## src/rtl/uart_xmit_arbiter.sv

```systemverilog
// rtl/uart_xmit_arbiter.sv - round-robin arbiter sharing one uart transmitter among byte requesters
//
// Purpose: grants the uart transmitter to one of NREQ requesters at a time in
// round-robin order, issues a one-cycle launch pulse, waits for the uart
// completion (or a watchdog abort), then holds an inter-byte gap.
//
// Ports:
//   sys_clk       clock, rising edge
//   sys_rst_l     asynchronous active-low reset
//   req_validH    per-requester byte pending
//   req_dataH     flattened request bytes, requester i at [i*DWIDTH +: DWIDTH]
//   req_ackH      one-hot pulse: requester's byte launched
//   req_doneH     one-hot pulse: requester's byte completed
//   xmitH         one-cycle launch pulse to the uart
//   xmit_dataH    byte to the uart, held from grant until the next grant
//   xmit_doneH    uart completion pulse
//   busyH         high whenever not idle
//   grant_idH     index of the current / last owner
//   timeout_errH  one-cycle pulse on watchdog abort

module uart_xmit_arbiter #(
  parameter int NREQ    = 4,
  parameter int DWIDTH  = 8,
  parameter int TIMEOUT = 4096,
  parameter int MIN_GAP = 1
) (
  input  logic                      sys_clk,
  input  logic                      sys_rst_l,
  input  logic [NREQ-1:0]           req_validH,
  input  logic [NREQ*DWIDTH-1:0]    req_dataH,
  output logic [NREQ-1:0]           req_ackH,
  output logic [NREQ-1:0]           req_doneH,
  output logic                      xmitH,
  output logic [DWIDTH-1:0]         xmit_dataH,
  input  logic                      xmit_doneH,
  output logic                      busyH,
  output logic [$clog2(NREQ)-1:0]   grant_idH,
  output logic                      timeout_errH
);

  localparam int GW  = $clog2(NREQ);
  localparam int WW  = $clog2(TIMEOUT);
  localparam int GPW = $clog2(MIN_GAP + 1);

  typedef enum logic [1:0] {IDLE, LAUNCH, WAIT, GAP} state_t;

  state_t          state;
  logic [GW-1:0]   lastGrant;
  logic [WW-1:0]   wdogCnt;
  logic [GPW-1:0]  gapCnt;

  logic            arbHit;
  logic [GW-1:0]   arbSel;
  logic [GW:0]     candSum;
  logic [GW-1:0]   candIdx;
  logic [DWIDTH-1:0] selData;

  // Scan candidates from farthest to nearest after lastGrant so the nearest
  // valid requester is the last assignment and therefore wins.
  always_comb begin
    arbHit  = 1'b0;
    arbSel  = '0;
    candSum = '0;
    candIdx = '0;
    for (int i = NREQ; i >= 1; i--) begin
      candSum = {1'b0, lastGrant} + (GW+1)'(i);
      if (candSum >= (GW+1)'(NREQ))
        candSum = candSum - (GW+1)'(NREQ);
      candIdx = candSum[GW-1:0];
      if (req_validH[candIdx]) begin
        arbHit = 1'b1;
        arbSel = candIdx;
      end
    end
  end

  always_comb begin
    selData = '0;
    for (int i = 0; i < NREQ; i++) begin
      if (arbSel == GW'(i))
        selData = req_dataH[i*DWIDTH +: DWIDTH];
    end
  end

  always_ff @(posedge sys_clk or negedge sys_rst_l) begin
    if (!sys_rst_l) begin
      state        <= IDLE;
      lastGrant    <= GW'(NREQ - 1);
      wdogCnt      <= '0;
      gapCnt       <= '0;
      req_ackH     <= '0;
      req_doneH    <= '0;
      xmitH        <= 1'b0;
      xmit_dataH   <= '0;
      busyH        <= 1'b0;
      grant_idH    <= '0;
      timeout_errH <= 1'b0;
    end else begin
      // Pulse outputs default low; each is raised only on its transition.
      xmitH        <= 1'b0;
      req_ackH     <= '0;
      req_doneH    <= '0;
      timeout_errH <= 1'b0;
      case (state)
        IDLE: begin
          if (arbHit) begin
            state      <= LAUNCH;
            xmit_dataH <= selData;
            grant_idH  <= arbSel;
            lastGrant  <= arbSel;
            xmitH      <= 1'b1;
            req_ackH   <= NREQ'(1) << arbSel;
            busyH      <= 1'b1;
          end
        end
        LAUNCH: begin
          state   <= WAIT;
          wdogCnt <= '0;
        end
        WAIT: begin
          // Completion takes priority over a same-edge watchdog expiry.
          if (xmit_doneH) begin
            state     <= GAP;
            req_doneH <= NREQ'(1) << grant_idH;
            wdogCnt   <= '0;
            gapCnt    <= '0;
          end else if (wdogCnt == WW'(TIMEOUT - 1)) begin
            state        <= GAP;
            timeout_errH <= 1'b1;
            wdogCnt      <= '0;
            gapCnt       <= '0;
          end else begin
            wdogCnt <= wdogCnt + 1'b1;
          end
        end
        GAP: begin
          if (gapCnt == GPW'(MIN_GAP - 1)) begin
            state  <= IDLE;
            busyH  <= 1'b0;
            gapCnt <= '0;
          end else begin
            gapCnt <= gapCnt + 1'b1;
          end
        end
        default: state <= IDLE;
      endcase
    end
  end

endmodule

```

## config.mk

```make
export PLATFORM = sky130hd
export DESIGN_NAME = uart_xmit_arbiter
export DESIGN_NICKNAME = d
export VERILOG_FILES = /design/src/rtl/uart_xmit_arbiter.sv
export SDC_FILE = /design/constraint.sdc
export NUM_CORES = 1
export LEC_CHECK = 0
export ABC_AREA = 1
export BUFFER_PORTS_ARGS = -buffer_cell sky130_fd_sc_hd__buf_2
export CAP_MARGIN = 20
export CELL_PAD_IN_SITES_DETAIL_PLACEMENT = 0
export CELL_PAD_IN_SITES_GLOBAL_PLACEMENT = 1
export CORE_MARGIN = 2
export CORE_UTILIZATION = 37
export CTS_BUF_LIST = sky130_fd_sc_hd__clkbuf_4 sky130_fd_sc_hd__clkbuf_8 sky130_fd_sc_hd__clkbuf_16
export CTS_CLUSTER_SIZE = 12
export DETAILED_ROUTE_END_ITERATION = 12
export GPL_TIMING_DRIVEN = 0
export PLACE_DENSITY_LB_ADDON = 0.1
export SKIP_CTS_REPAIR_TIMING = 1
export SLEW_MARGIN = 25
export SYNTH_ARGS = -nofsm -noshare
export SYNTH_HDL_FRONTEND = slang
export SYNTH_SLANG_ARGS = --single-unit
```

## constraint.sdc

```tcl
create_clock -name sys_clk -period 2.35 [get_ports sys_clk]
set_input_delay 0.1175 -clock sys_clk [delete_from_list [all_inputs] [get_ports sys_clk]]
set_output_delay 0.1175 -clock sys_clk [all_outputs]
set_load 0.005 [all_outputs]
```

Yosys cells after proc, flatten, opt, wreduce, memory -nomap -nowiden
Index checks and enable logic that the tools add are counted.
{ "classes": {"n_addsub": 10, "magnitude_cmp": 8, "n_eq_ne": 10, "n_shift": 2, "muxes": 48, "n_reduce_logical": 9} }
{ "ops": {"columns": ["cell", "count"], "rows": [
  ["two-way mux 8 bit", 4],
  ["two-way mux 12 bit", 2],
  ["two-way mux 2 bit", 12],
  ["case mux 12 bit (2 select lines)", 1],
  ["two-way mux 1 bit", 18],
  ["two-way mux 4 bit", 4],
  ["adder 12 x 1 -> 12 bit, second input constant", 1],
  ["equality test 12 bit, second input constant", 1],
  [">= comparator 3 bit, second input constant", 4],
  ["< comparator 2 x 3 -> 1 bit, second input constant", 4],
  ["binary-select mux 1 bit (select 2 bit)", 4],
  ["equality test 2 bit, second input constant", 4],
  ["case mux 2 bit (4 select lines)", 1],
  ["<< shifter 1 x 2 -> 4 bit, first input constant", 2],
  ["subtractor 2 x 1 -> 2 bit, second input constant", 4],
  ["adder 2 x 2 -> 3 bit, second input constant", 2],
  ["AND reduction 3 bit", 2],
  ["nonzero test 2 bit", 3],
  ["equality test 2 x 1 -> 1 bit, second input constant", 2],
  ["logical NOT 2 bit", 2],
  ["!= test 2 bit, second input constant", 2],
  ["case mux 1 bit (2 select lines)", 2],
  ["AND reduction 2 bit", 2],
  ["adder 2 x 1 -> 3 bit, second input constant", 1],
  ["3 further kinds", 3]
]} }
{ "totals": {"reg_bits": 38, "in_bits": 39, "output_inout_bits": 21, "word_cells": 98} }

Depth between registers and ports, before layout
Gate-level depths: netlist (run 1).
{ "logic_depth": {"word_depth": 14, "depth_mapped": 14, "depth_no_buf": 14} }

Worst setup path before layout (run 1)
Ideal clock, no wire load.
{ "synth_timing": {"path_kind": "register to register", "startpoint": "register state[1]", "endpoint": "register wdogCnt[11]", "setup_time_ps": 132, "arrival_time_ps": 1721, "required_ps": 2218, "setup_slack_ps": 497, "stages_incl_launch_ff": 10, "path_buffers": 1, "synth_period_minus_slack_ps": 1853, "path_cell_list": "dfrtp_1 -> inv_1 -> ha_1 -> buf_2 -> nand2_1 -> nor3_2 -> nand3_1 -> nor4_1 -> and3_1 -> nor3_1"} }
{ "synth_between": {"elab_chain_cells": 2, "elab_cells_between_ends": 4, "classes_between": "eq/ne (2); mux (1); reduce/logical (1)"} }
{ "synth_rtl": {"columns": ["item", "line", "rtl"], "rows": [
  ["start, declared", "47", "state_t state;"],
  ["start signal, assigned", "87", "state <= IDLE;"],
  ["start signal, assigned", "107", "state <= LAUNCH;"],
  ["start signal, assigned", "117", "state <= WAIT;"],
  ["equality test 2 bit / equality test 2 x 1 -> 1 bit (equally long branches)", "104", "case (state)"],
  ["case mux 12 bit (2 select lines) / nonzero test 2 bit (equally long branches)", null, null],
  ["end signal, assigned", "133", "wdogCnt <= wdogCnt + 1'b1;"],
  ["end, declared", "49", "logic [WW-1:0] wdogCnt;"]
]} }
Parallel ways exist; a longest one is shown, timed or not.
A chain may end at the register's enable or synchronous reset.

Worst setup path in the final report (run 1)
Same ends and word-level chain as after synthesis.

==> results.md, run 1 <==
- Routed len/inst: 12.0 µm
- Nets: approximately 380
- Ports: 60
- Post-Syn Instances: 265
- Synthesis-to-layout area growth: 25.5%
- Asr flop ratio synth: 100%
- Die height: between 70 and 80 µm
- Top achievable clock speed: between 400 and 500 MHz
- Critical Path End Type: flop
- Critical Path AT: approximately 2.3 ns
- Post-synth top area share: 41.9%
- Main synth FF type: dfrtp_1
- Initial Util: a little under two fifths
- Total power: roughly 3.7 mW
- Delay-heaviest family, CP: simple AND/OR/NAND/NOR gates
- Max Cap Viol: 0
- Chip Width: between 70 and 80 µm
- Yosys top cell by area: dfrtp_1
- CP Cell Sequence: inv_1, ha_1, buf_2, nand2_1, nor3_2, nand3_1, nor4_2, a21oi_1, nor3_1
- Root Buffer: clkbuf_8
- RSZ-0062 raised after global routing: false
- Tightest Hold Check Type: in2reg
- Final min period: 2.07 ns
- Routability cong.: 0.797
- Clk buf depth: 2
- GRT overflow: 0
- Netlist Area Pre-Place: 2090 µm²
- Worst EP required: 2.56 ns
- Post-synth EDFFs: 0
- Ys Warns: 0
- Final Instance Count excl. Fillers: a little over 400
- Final clock skew: roughly 0.0043 ns
- # fillers: around 570
- Die area: roughly 6300 µm²
- Pre-CTS worst setup slack: 0.140 ns
- CTS tree: done
- Max FO, Critical Path: 9
- Skew-Pair Late Insertion Delay: about 0.28 ns
- Final Cycle Share: between 80% and 90%
- Seq/Total Area, Yosys: 44.4%
- Clock sink total: 37
- Std cell rows: 27
- Vias per Instance: around 4.7
- Ranking of synthesized cells by area: dfrtp_1 (42%), nand2_1 (11%), nand3_1 (7.2%)
- WS Path Type: reg2reg
- Final WS setup: roughly 0.28 ns
- Critical path buffers and inverters: 2
- DRT antenna net count: 0
- Vias after detailed routing: 1891
- Worst path max stage delay: ~0.40 ns
- Tot GR Track Use: 16.9%
- Worst slew margin: 43.9%
- Core Box Area: roughly 5500 µm²
- Least-Margin Pin Slew: about 0.84 ns
- Iter 0 DRT Violations: roughly 110
- Vias in the first global route: ~1700
- Post-route DRC: 0
- Pwr dens: about 1400 nW/µm²
- Fraction of layout cells with a size suffix above 1: 29.1%
- Antenna violations before repair: 0
- Flops & latches, synth: 37
- Post-synth net total: about 310
- Final slew viol count: 0
- Status: finished clean
- TritonCTS buffer count: 5
- Post-DP HPWL: between 3 and 4 mm
- WHS: ~0.021 ns
- Setup Viol. Count Final: 0
- Synth cell types: 31
- Crit-path slowest cell: dfrtp_1
- Syn Area/Cell: slightly below 8 µm²
- Fin Setup TNS: 0 ns
- Largest net degree at the start of global routing: 38
- Diodes inserted: 0
- Worst-path clk slew: 0.08 ns
- First-pass GRT wire length: 8.29 mm
- 1st-pass router iterations: 4
- Final Hold Fails: 0
- Startpoint types: flop
- Pleak: around 1.4 nW
- Dpl cells: between 300 and 400
- Worst vdd ir: around 0.00071 V
- Port bufs: around 60
- Htree depth: 2
- Drt total wl: around 4.9 mm
## synthesized netlist by cell type (2+ instances only)
cell / n
nand2_1: 59
dfrtp_1: 35
inv_1: 32
nand3_1: 30
nor2_1: 27
nor3_1: 9
o21ai_0: 9
nor4_1: 8
nand4_1: 7
nand2_2: 6
a21oi_1: 4
ha_1: 4
inv_2: 4
buf_2: 3
nand2_4: 3
nor3b_1: 3
o21ai_1: 3
o21ai_2: 3
xor2_1: 3
dfstp_2: 2
## area by class of cell
cell class | count | area [µm²] | share of cell area [%]
tap | 72 | 90.1 | 3.44
sequential | 37 | 928 | 35.4
clock inverter | 1 | 30.0 | 1.15
timing repair buffer | 60 | 305 | 11.6
buffer | 6 | 50.0 | 1.91
inverter | 36 | 135 | 5.15
clock buffer | 7 | 90.1 | 3.44
multi-input combinational | 186 | 993 | 37.9
## cell families (layout without fill, tap and decap cells)
| family | after synthesis | in the layout | share of synthesized area, % |
|---|---|---|---|
| simple gates | 158 | 158 | 37.2 |
| buf+inv | 42 | 110 | 8.86 |
| flops | 37 | 37 | 44.4 |
| compound gates | 21 | 21 | 5.81 |
| fa+ha+maj | 4 | 4 | 2.40 |
| xor+xnor | 3 | 3 | 1.26 |
## report_power, final
group,switching (mW),total [mW],internal (mW)
logic,1.41,2.20,0.785
registers,0.111,0.955,0.844
clock network,0.228,0.585,0.358
total,1.75,3.74,1.99
## worst paths after layout
| path | end | cells past startpoint | slack [ns] | from |
|---|---|---|---|---|
| hold / removal | timeout_errH$_DFF_PN0_ | 2 | 0.02 | xmit_doneH |
| setup / recovery | wdogCnt[11]$_DFFE_PN0P_ | 9 | 0.28 | state[1]$_DFFE_PN0P_ |
| setup reg to reg | wdogCnt[11]$_DFFE_PN0P_ | 9 | 0.28 | state[1]$_DFFE_PN0P_ |
| hold reg to reg | req_doneH[1]$_DFF_PN0_ | 1 | 0.49 | grant_idH[1]$_DFFE_PN0P_ |
| min in group asynchronous | xmit_dataH[7]$_DFFE_PN0P_ | 2 | 0.47 | sys_rst_l |
| max in group asynchronous | state[1]$_DFFE_PN0P_ | 2 | 1.35 | sys_rst_l |
## worst reg2reg max path: stages, from the launching register on
cell and delay [ns]:
dfrtp_1 0.40, inv_1 0.06, ha_1 0.26, buf_2 0.19
nand2_1 0.11, nor3_2 0.19, nand3_1 0.21, nor4_2 0.28
a21oi_1 0.11, nor3_1 0.18
## cells in the final DEF (no fill, tap or decap)
cell / instances
clkbuf_4: 1
buf_2: 62
nand2_4: 3
and3_1: 1
clkbuf_8: 6
clkbuf_1: 1
nor2_1: 27
nor4_1: 6
nand2_8: 1
buf_12: 1
dfrtp_1: 35
nand3_2: 1
ha_1: 4
o21ai_2: 3
nand2_2: 6
o21a_1: 1
dlygate4sd3_1: 1
nor2_4: 1
o21ai_1: 3
nand2_1: 59
bufinv_16: 1
dfstp_2: 2
inv_1: 32
a22oi_1: 1
o21ai_0: 9
nor2_8: 1
nor3_2: 1
nand3_1: 30
nor3_1: 9
buf_6: 1
inv_2: 4
a21oi_1: 4
xor2_1: 3
nor4_2: 2
nor3b_1: 3
nand4_1: 7
## metal layers
metal	track usage, %	wire length, µm	vias up
met5	0	0	-
met4	4.83	42	0
met3	4.09	274	2
met2	25.3	2080	57
met1	24.3	2460	833
li1	-	-	999
## sequential cells by signal, summed over array words and instances, names as in the netlist
register	count
grant_idH	2
xmitH	1
wdogCnt	12
state	2
lastGrant	2
xmit_dataH	8
req_doneH	4
req_ackH	4
timeout_errH	1
busyH	1
## metrics by stage
step           util [%]  cell area (µm²)
4_1_cts            47.4             2590
6_report           47.9             2620
5_1_grt            47.9             2620
2_1_floorplan         -             2090
3_3_place_gp       45.2             2470
3_5_place_dp       45.2             2470
Note: power is estimated with default switching activity, not from simulation.
==> run 2, diff against run 1 <==
--- a/config.mk
+++ b/config.mk
@@ -8,10 +8,10 @@
 export ABC_AREA = 1
 export BUFFER_PORTS_ARGS = -buffer_cell sky130_fd_sc_hd__buf_2
 export CAP_MARGIN = 20
-export CELL_PAD_IN_SITES_DETAIL_PLACEMENT = 0
-export CELL_PAD_IN_SITES_GLOBAL_PLACEMENT = 1
+export CELL_PAD_IN_SITES_DETAIL_PLACEMENT = 1
+export CELL_PAD_IN_SITES_GLOBAL_PLACEMENT = 2
 export CORE_MARGIN = 2
-export CORE_UTILIZATION = 37
+export CORE_UTILIZATION = 29
 export CTS_BUF_LIST = sky130_fd_sc_hd__clkbuf_4 sky130_fd_sc_hd__clkbuf_8 sky130_fd_sc_hd__clkbuf_16
 export CTS_CLUSTER_SIZE = 12
 export DETAILED_ROUTE_END_ITERATION = 12
==> run 2 against run 1 <==
  * Critical path depth unchanged
  * Cell count increased by 5.9%
  * Sequential share of layout area about the same
  * Combinational power about the same
  * Power decreased by 2.0%
  * Global-route usage decreased by 1.7 points
  * Register-to-register slack about the same
  * Flip-flop and latch count unchanged
  * Sequential power about the same
  * Via count increased by 2.7%
  * Highest routed layer unchanged
==> results.md, run 2 (synthesis results as in run 1) <==
- Die area: 7900 µm² (+26%)
- Initial Util: 30.4% (-7.8 points)
- GRT overflow: 0 (unchanged)
- Most common cell after layout, fill and taps aside: buf_2
- Combinational power share: 60.9% (+2.1 points)
- Final WS setup: 0.269 ns (-0.0130 ns)
- Nets: 375 (unchanged)
- Tightest Hold Check Type: in2reg
- DRT antenna net count: 0 (unchanged)
- Tot GR Track Use: 15.2% (-1.7 points)
- WS Path Type: reg2reg
- Vias in the first global route: 2012 (+16%)
- Largest regs: wdogCnt: 12 flops, xmit_dataH: 8 flops
- Status: finished clean
- Chip Width: 88.9 µm (+12%)
- Fin Setup TNS: 0 ns (unchanged)
- Post-route DRC: 0 (unchanged)
- Vias per Instance: 4.53 (-3.0%)
- Commonest cells after routing, fill and taps aside: buf_2 (62), nand2_1 (59), dfrtp_1 (35)
- Max Cap Viol: 0 (unchanged)
- Routed len/inst: 12.5 µm (+4.1%)
- Htree depth: 2 (unchanged)
- Top reg by flops: wdogCnt
- Max FO, Critical Path: 9 (unchanged)
- Clk buf depth: 2 (unchanged)
- Pleak: 1.35 nW (-0.74%)
- Antenna violations before repair: 0 (unchanged)
- Switching pwr: 1.77 mW (+1.2%)
- Clock Power Share: 13.2% (-2.5 points)
- Clock sink total: 37 (unchanged)
- Std cell rows: 30 (+11%)
- Pwr dens: 1400 nW/µm² (-2.1%)
- Max reg flops: 12 (unchanged)
- Setup Viol. Count Final: 0 (unchanged)
- Sequential share of power: 26.0% (+0.5 points)
- Internal: 1.89 mW (-4.9%)
- Vias after detailed routing: 1942 (+2.7%)
- Worst slew margin: 42.9% (-1.0 points)
- Final Hold Fails: 0 (unchanged)
- Worst-path clk slew: 0.08 ns (about the same)
- CTS tree: done
- Fraction of layout cells with a size suffix above 1: 28.8% (-0.30 points)
- Final min period: 2.08 ns (+0.0130 ns)
- Worst EP required: 2.53 ns (-0.03 ns)
- First-pass GRT wire length: 9.32 mm (+12%)
- Final clock skew: 0.0102 ns (+0.00589 ns)
- Port bufs: 59 (unchanged)
- Post-DP HPWL: 4.28 mm (+18%)
- Die height: 88.9 µm (+12%)
- Final Cycle Share: 88.5% (+0.55 points)
- Post-layout util: 38.2% (-9.7 points)
- Root Buffer: clkbuf_8
- Ports: 60 (unchanged)
- Drt total wl: 5.36 mm (+10%)
- Iter 0 DRT Violations: 57 (-47%)
- Worst vdd ir: 0.000566 V (-21%)
- Core Box Area: 6870 µm² (+26%)
- Skew-Pair Late Insertion Delay: 0.29 ns (about the same)
- Critical Path AT: 2.26 ns (-0.02 ns)
- Critical Path End Type: flop
- Top achievable clock speed: 481 MHz (-0.62%)
- FF-to-FF path depth: 9 (unchanged)
- Largest net degree at the start of global routing: 38 (unchanged)
- Synthesis-to-layout area growth: 25.6% (about the same)
- 1st-pass router iterations: 4 (unchanged)
- Net Sw Frac: 48.4% (+1.5 points)
- RSZ-0062 raised after global routing: false
- Pre-CTS worst setup slack: 0.152 ns (+0.0124 ns)
- Diodes inserted: 0 (unchanged)
- Least-Margin Pin Slew: 0.856 ns (+0.0154 ns)
- Startpoint types: flop
- Final slew viol count: 0 (unchanged)
- Routability cong.: 0.747 (-6.2%)
- TritonCTS buffer count: 5 (unchanged)
- Hold Path Depth: 2 (unchanged)
==> run 2: cell count changes in the layout (fill, tap and decap cells not counted), sizes merged <==
cell,before,now
bufinv,1,0
clkbuf,8,9
==> run 2: area by class of cell <==
| class | instances | area (µm²) |
|---|---|---|
| sequential | 37 | 928 |
| multi-input combinational | 186 | 987 |
| inverter | 36 | 135 |
| tap | 96 | 120 |
| fill | 891 | 4250 |
| buffer | 6 | 50.0 |
| clock buffer | 8 | 97.6 |
| timing repair buffer | 60 | 305 |
==> run 2: worst paths after layout <==
| kind | from | end | slack [ns] |
|---|---|---|---|
| setup / recovery | state[1]$_DFFE_PN0P_ | wdogCnt[9]$_DFFE_PN0P_ | 0.27 |
| hold / removal | xmit_doneH | timeout_errH$_DFF_PN0_ | 0.02 |
| setup reg to reg | state[1]$_DFFE_PN0P_ | wdogCnt[9]$_DFFE_PN0P_ | 0.27 |
| hold reg to reg | grant_idH[1]$_DFFE_PN0P_ | req_doneH[1]$_DFF_PN0_ | 0.49 |
| max in group asynchronous | sys_rst_l | req_ackH[1]$_DFF_PN0_ | 1.33 |
| min in group asynchronous | sys_rst_l | wdogCnt[11]$_DFFE_PN0P_ | 0.48 |
==> run 2: layer usage <==
layer | vias up | share of wire, % | track usage, % | wire length [µm]
li1 | 1002 | - | - | -
met1 | 884 | 48 | 20.2 | 2570
met2 | 51 | 45 | 24.8 | 2400
met3 | 5 | 6.5 | 4.01 | 346
met4 | 0 | 0.93 | 3.31 | 50
met5 | - | 0 | 0 | 0
==> run 2: through the flow <==
stage / total power [mW] / area, µm² / std cells / hold slack (ns)
after global placement: 3.23 / 2500 / 420 / 0.286
after floorplan: 2.60 / 2090 / 265 / -0.178
after global routing: 4.10 / 2620 / 429 / 0.0272
final: 3.66 / 2620 / 429 / 0.0175
after detailed placement: 3.25 / 2500 / 420 / 0.296
after CTS: 3.74 / 2600 / 428 / -0.0133
==> run 2: power groups by stage <==
stage / sequential (mW) / combinational (mW) / clock, mW
2_1_floorplan: 0.968 / 1.63 / 0
3_3_place_gp: 0.963 / 2.27 / 0
4_1_cts: 0.958 / 2.28 / 0.502
5_1_grt: 0.987 / 2.58 / 0.533
6_report: 0.952 / 2.23 / 0.482
3_5_place_dp: 0.967 / 2.28 / 0
==> run 2: critical path, cell delays in order, from the launching register on <==
cell and delay [ns]:
dfrtp_1 0.41, inv_1 0.06, ha_1 0.26, buf_2 0.20
nand2_1 0.11, nor3_2 0.19, nand3_1 0.20, nor4_1 0.30
xor2_1 0.19, nor2_1 0.05
